### config.mk
export PLATFORM = sky130hd
export DESIGN_NAME = id_ex_pipe_reg
export DESIGN_NICKNAME = d
export VERILOG_FILES = /design/src/rtl/id_ex_pipe_reg.sv
export SDC_FILE = /design/constraint.sdc
export NUM_CORES = 1
export LEC_CHECK = 0
export ABC_CLOCK_PERIOD_IN_PS = 1900
export CORE_MARGIN = 1
export CORE_UTILIZATION = 50
export CTS_CLUSTER_DIAMETER = 100
export DETAILED_ROUTE_END_ITERATION = 7
export PLACE_DENSITY = 0.88
export SETUP_SLACK_MARGIN = 0.4
export SYNTH_ARGS = -nofsm -noshare
export SYNTH_HDL_FRONTEND = slang
export SYNTH_SLANG_ARGS = --single-unit
### constraint.sdc
create_clock -name clk -period 1.9 [get_ports clk]
set_input_delay 0.285 -clock clk [delete_from_list [all_inputs] [get_ports clk]]
set_output_delay 0.285 -clock clk [all_outputs]
set_load 0.02 [all_outputs]
### src/rtl/id_ex_pipe_reg.sv
// id_ex_pipe_reg
//   ID->EX pipeline register with a valid/ready handshake and a one-entry skid
//   buffer, so that in_ready depends on registered state only. Supports flush
//   (bubble injection) and counts back-pressure cycles in a saturating counter.
//
// Ports
//   clk          clock, all state updates on the rising edge
//   rst          synchronous reset, active-low
//   flush        squash held instruction(s) and any same-cycle input
//   in_valid     ID presents a valid instruction
//   in_ready     register can accept (decoded from state only)
//   pc_ID, imm_in, rs1_data, rs2_data, rd_addr   ID payload
//   out_valid    EX payload valid
//   out_ready    EX consumes payload this cycle
//   pc_EX, imm_ex, rs1_data_reg, rs2_data_reg, rd_addr_ex   EX payload
//   stall_cnt    saturating count of cycles with out_valid=1 and out_ready=0
module id_ex_pipe_reg #(
  parameter int unsigned XLEN    = 32,
  parameter int unsigned RADDR_W = 5,
  parameter int unsigned CNT_W   = 16
) (
  input  logic               clk,
  input  logic               rst,
  input  logic               flush,
  input  logic               in_valid,
  output logic               in_ready,
  input  logic [XLEN-1:0]    pc_ID,
  input  logic [XLEN-1:0]    imm_in,
  input  logic [XLEN-1:0]    rs1_data,
  input  logic [XLEN-1:0]    rs2_data,
  input  logic [RADDR_W-1:0] rd_addr,
  output logic               out_valid,
  input  logic               out_ready,
  output logic [XLEN-1:0]    pc_EX,
  output logic [XLEN-1:0]    imm_ex,
  output logic [XLEN-1:0]    rs1_data_reg,
  output logic [XLEN-1:0]    rs2_data_reg,
  output logic [RADDR_W-1:0] rd_addr_ex,
  output logic [CNT_W-1:0]   stall_cnt
);

  typedef enum logic [1:0] {StEmpty, StMain, StFull} state_e;

  state_e               r_state;

  // Main entry drives the EX outputs directly.
  logic [XLEN-1:0]      r_main_pc;
  logic [XLEN-1:0]      r_main_imm;
  logic [XLEN-1:0]      r_main_rs1;
  logic [XLEN-1:0]      r_main_rs2;
  logic [RADDR_W-1:0]   r_main_rd;

  // Skid entry catches the one instruction accepted while EX is stalled.
  logic [XLEN-1:0]      r_skid_pc;
  logic [XLEN-1:0]      r_skid_imm;
  logic [XLEN-1:0]      r_skid_rs1;
  logic [XLEN-1:0]      r_skid_rs2;
  logic [RADDR_W-1:0]   r_skid_rd;

  logic [CNT_W-1:0]     r_stall_cnt;

  logic                 w_accept;
  logic                 w_release;
  logic                 w_stall;

  assign out_valid = (r_state != StEmpty);
  assign in_ready  = (r_state != StFull);
  assign w_accept  = in_valid & in_ready;
  assign w_release = out_valid & out_ready;
  assign w_stall   = out_valid & ~out_ready;

  assign pc_EX        = r_main_pc;
  assign imm_ex       = r_main_imm;
  assign rs1_data_reg = r_main_rs1;
  assign rs2_data_reg = r_main_rs2;
  assign rd_addr_ex   = r_main_rd;
  assign stall_cnt    = r_stall_cnt;

  always_ff @(posedge clk) begin
    if (!rst) begin
      r_state     <= StEmpty;
      r_main_pc   <= '0;
      r_main_imm  <= '0;
      r_main_rs1  <= '0;
      r_main_rs2  <= '0;
      r_main_rd   <= '0;
      r_skid_pc   <= '0;
      r_skid_imm  <= '0;
      r_skid_rs1  <= '0;
      r_skid_rs2  <= '0;
      r_skid_rd   <= '0;
      r_stall_cnt <= '0;
    end else begin
      // Counts regardless of flush; only reset clears it.
      if (w_stall && (r_stall_cnt != {CNT_W{1'b1}})) begin
        r_stall_cnt <= r_stall_cnt + 1'b1;
      end

      if (flush) begin
        // Bubble: drop everything, including a same-cycle accept. Forcing rd to
        // x0 keeps hazard logic from matching on the squashed instruction.
        r_state   <= StEmpty;
        r_main_rd <= '0;
      end else begin
        case (r_state)
          StEmpty: begin
            if (w_accept) begin
              r_main_pc  <= pc_ID;
              r_main_imm <= imm_in;
              r_main_rs1 <= rs1_data;
              r_main_rs2 <= rs2_data;
              r_main_rd  <= rd_addr;
              r_state    <= StMain;
            end
          end
          StMain: begin
            if (w_accept && w_release) begin
              r_main_pc  <= pc_ID;
              r_main_imm <= imm_in;
              r_main_rs1 <= rs1_data;
              r_main_rs2 <= rs2_data;
              r_main_rd  <= rd_addr;
            end else if (w_release) begin
              r_state <= StEmpty;
            end else if (w_accept) begin
              r_skid_pc  <= pc_ID;
              r_skid_imm <= imm_in;
              r_skid_rs1 <= rs1_data;
              r_skid_rs2 <= rs2_data;
              r_skid_rd  <= rd_addr;
              r_state    <= StFull;
            end
          end
          StFull: begin
            if (w_release) begin
              r_main_pc  <= r_skid_pc;
              r_main_imm <= r_skid_imm;
              r_main_rs1 <= r_skid_rs1;
              r_main_rs2 <= r_skid_rs2;
              r_main_rd  <= r_skid_rd;
              r_state    <= StMain;
            end
          end
          default: r_state <= StEmpty;
        endcase
      end
    end
  end

endmodule
==> impl_results.md <==
- Outcome: complete, but fails checks
- Violated checks: negative setup slack
- Flops & latches, synth: 284
- Top-count cell post-synth: dfxtp_1
- DR WL/cell: 29.29 µm
- Share of cells above drive strength 1: 0.4355
- Worst-path fanout max: 7
- Vias in the first global route: 12616
- Hold Fails Final Rpt: 0
- I/O pin cnt: 289
- RSZ-0062 raised after global routing: true
- Final setup violation count: 7
- CP delay by family, top: compound AO/OA/AOI/OAI gates
- Initial antenna violation count: 11
- Finished Layout Cells: 2026
- Post-synthesis sequential area ratio: 0.4833
- DRC viols: 0
- WP data required: 2.26 ns
- Clock Pin Slew Worst Setup and Hold Paths: 0.06 ns
- Synth Warn #: 0
- Dpl hpwl: 22.28 mm
- Setup WS pre-CTS: -0.1940 ns
- CTS H-tree depth: 1
- Final Cycle Share: 1.179
- Die H: 155.4 µm
- Final setup skew: 0.01556 ns
- CTS tree: built
- Synth Net Count: 1447
- Remaining Overflow, GRT: 0
- Gr usage total: 0.3607
- Maximum clock path buffer count: 3
- Worst EP arrival: 2.60 ns
- FILL cells: 924
- Row cnt: 55
- Port Buffers: 288
- Area delta synth->final: 71.12%
- Worst Setup Start Kind: register
- Post-synth top area cell: dfxtp_1
- Leak pwr: 0.008430 µW
- Antenna-violating nets left: 0
- Cells after Synth: 1308
- Bufs and invs on worst path: 4
- First-pass GRT wire length: 68.54 mm
- Commonest cells in the netlist: dfxtp_1, nand2_1, a21oi_1
- Met1 Resource Use GR: 0.4011
- Met3 usage: 0.08412
- Nets: 1824
- Post-Syn Area: 0.01177 mm²
- TNS Setup: -0.8835 ns
- Asr flop ratio synth: 0
- Min Clock Period, post-route: 2.239 ns
- Cell Chain, Critical Path: nand2b_4 -> o21ai_4 -> buf_6 -> buf_12 -> buf_8 -> buf_16 -> a21oi_2 -> a311oi_2
- Vias per cell: 6.918
- Yosys cell types: 44
- Top post-synthesis cells by area: dfxtp_1, mux2i_1, a21oi_1
- Crit-path max cell delay: 0.68 ns
- Core Region: 0.02285 mm²
- Yosys top cell area share: 0.4833
- Worst Setup Path Type: reg -> reg
- Initial DRT Pass Iterations: 5
- Peak Freq: 446.6 MHz
- Die width: 155.4 µm
- Largest net degree at the start of global routing: 53
- Most Crowded Layer GR: met2
- Clock Latency Late Sink: 0.55 ns
- Levels on crit path: 8
- Clock Sinks: 284
- 1st-iter DRT viols: 1688
- GPL Wtd Cong: 0.9084
- Rel. slew slack: 0.4462
- Final worst slack: -0.3392 ns
- Top_reg_cell synth: dfxtp_1
- WHS Path Cells: 3
- Clock root cell: clkbuf_16
- Fin. max-slew vios: 0
- R2R cell count: 8
- Power Density: 770.4 mW/mm²
- Worst Tran Pin Value: 0.8307 ns
- # Max-Cap Violations: 0
- Total power: 15510 µW
- Worst min path class: in -> reg
- Vias: 14015
- Crit end category: register
- Drt total wl: 59.35 mm
- Peak VDD IR: 0.0006132 V
- GRT met2 Usage: 0.6220
- Syn Area/Cell: 8.995 µm²
- Clock buffer count from CTS: 28
- Placed instance count: 1858
- Initial core utilization: 0.5150
- Number of synthesized flops with an enable pin: 0
- Post-CTS Hold Fix Bufs: 0
- Slowest-stage cell, CP: a311oi_2
- Die area: 0.02415 mm²
==> metal layers <==
layer / wire (µm) / up-vias
met5: 283 / -
met4: 5319 / 16
met3: 7219 / 500
met2: 27040 / 1281
met1: 19490 / 6668
li1: - / 5550
==> worst min-delay path: stages <==
cell and delay, ns:
clkdlybuf4s50_1 0.42, nand2_1 0.08, a21oi_2 0.05
==> through the flow <==
step / area (µm²) / hold WS (ns) / util
2_1_floorplan: 11790 / 0.3578 / -
3_3_place_gp: 15480 / 0.4383 / 0.6778
3_5_place_dp: 15480 / 0.4456 / 0.6778
4_1_cts: 18230 / 0.3082 / 0.7979
5_1_grt: 20120 / 0.3425 / 0.8807
6_report: 20130 / 0.3304 / 0.8812
==> power by group <==
group,internal (µW),leakage [µW],switching [µW]
clock network,3590,0.000501,2540
registers,6180,0.00233,212
logic,1380,0.00560,1610
total,11200,0.00843,4360
==> cells in the final DEF, fill, tap and decap left out, types with 7 or more instances in the layout <==
| cell | count |
|---|---|
| clkbuf_8 | 7 |
| clkdlybuf4s50_1 | 137 |
| buf_6 | 37 |
| a311oi_1 | 42 |
| a21oi_1 | 121 |
| dfxtp_1 | 262 |
| clkbuf_16 | 43 |
| a21oi_2 | 122 |
| clkdlybuf4s15_1 | 13 |
| buf_8 | 15 |
| clkdlybuf4s15_2 | 36 |
| clkbuf_2 | 69 |
| a21oi_4 | 29 |
| nor2_1 | 7 |
| buf_2 | 31 |
| nand2_4 | 57 |
| nand2_2 | 23 |
| clkinv_2 | 8 |
| nand2_1 | 200 |
| a311oi_2 | 87 |
| mux2i_1 | 135 |
| buf_4 | 47 |
| buf_16 | 31 |
| dfxtp_2 | 16 |
| diode_2 | 7 |
| buf_12 | 47 |
==> cell type report <==
class,count,area [µm²],area share
Tap cell,313,391.6,0.01945
Timing Repair Buffer,479,5612,0.2787
Clock inverter,14,176.4,0.008763
Antenna cell,7,17.52,0.0008701
Clock buffer,37,825.8,0.04102
Sequential cell,284,5728,0.2845
Inverter,3,23.77,0.001181
Multi-Input combinational cell,889,7357,0.3654
==> path summary, 6_finish.rpt <==
path	start	end	slack (ns)
min reg2reg	r_skid_imm[26]	r_skid_imm[26]	0.46
max reg2reg	r_state[1]	rs2_data_reg[29]	-0.34
max	r_state[1]	rs2_data_reg[29]	-0.34
min	pc_ID[8]	r_skid_pc[8]	0.33
==> cells by family after synthesis <==
kind of cell,Yosys count,share of synthesized area
adders and majority gates,1,0.001063
AOI/OAI and AO/OA,424,0.2273
xor gates and xnor gates,1,0.0007446
buffers and inverters,136,0.05488
DFF,284,0.4832
and+or+nand+nor,325,0.1162
muxes,137,0.1166
==> what timing repair did <==
action | in CTS | in global routing
resized for setup | 509 | 511
pin swaps | 54 | 230
setup buffers | 34 | 28
endpoints found under the setup margin | 426 | 381
cloned | 29 | 19
(Power assumes the default switching activity.)
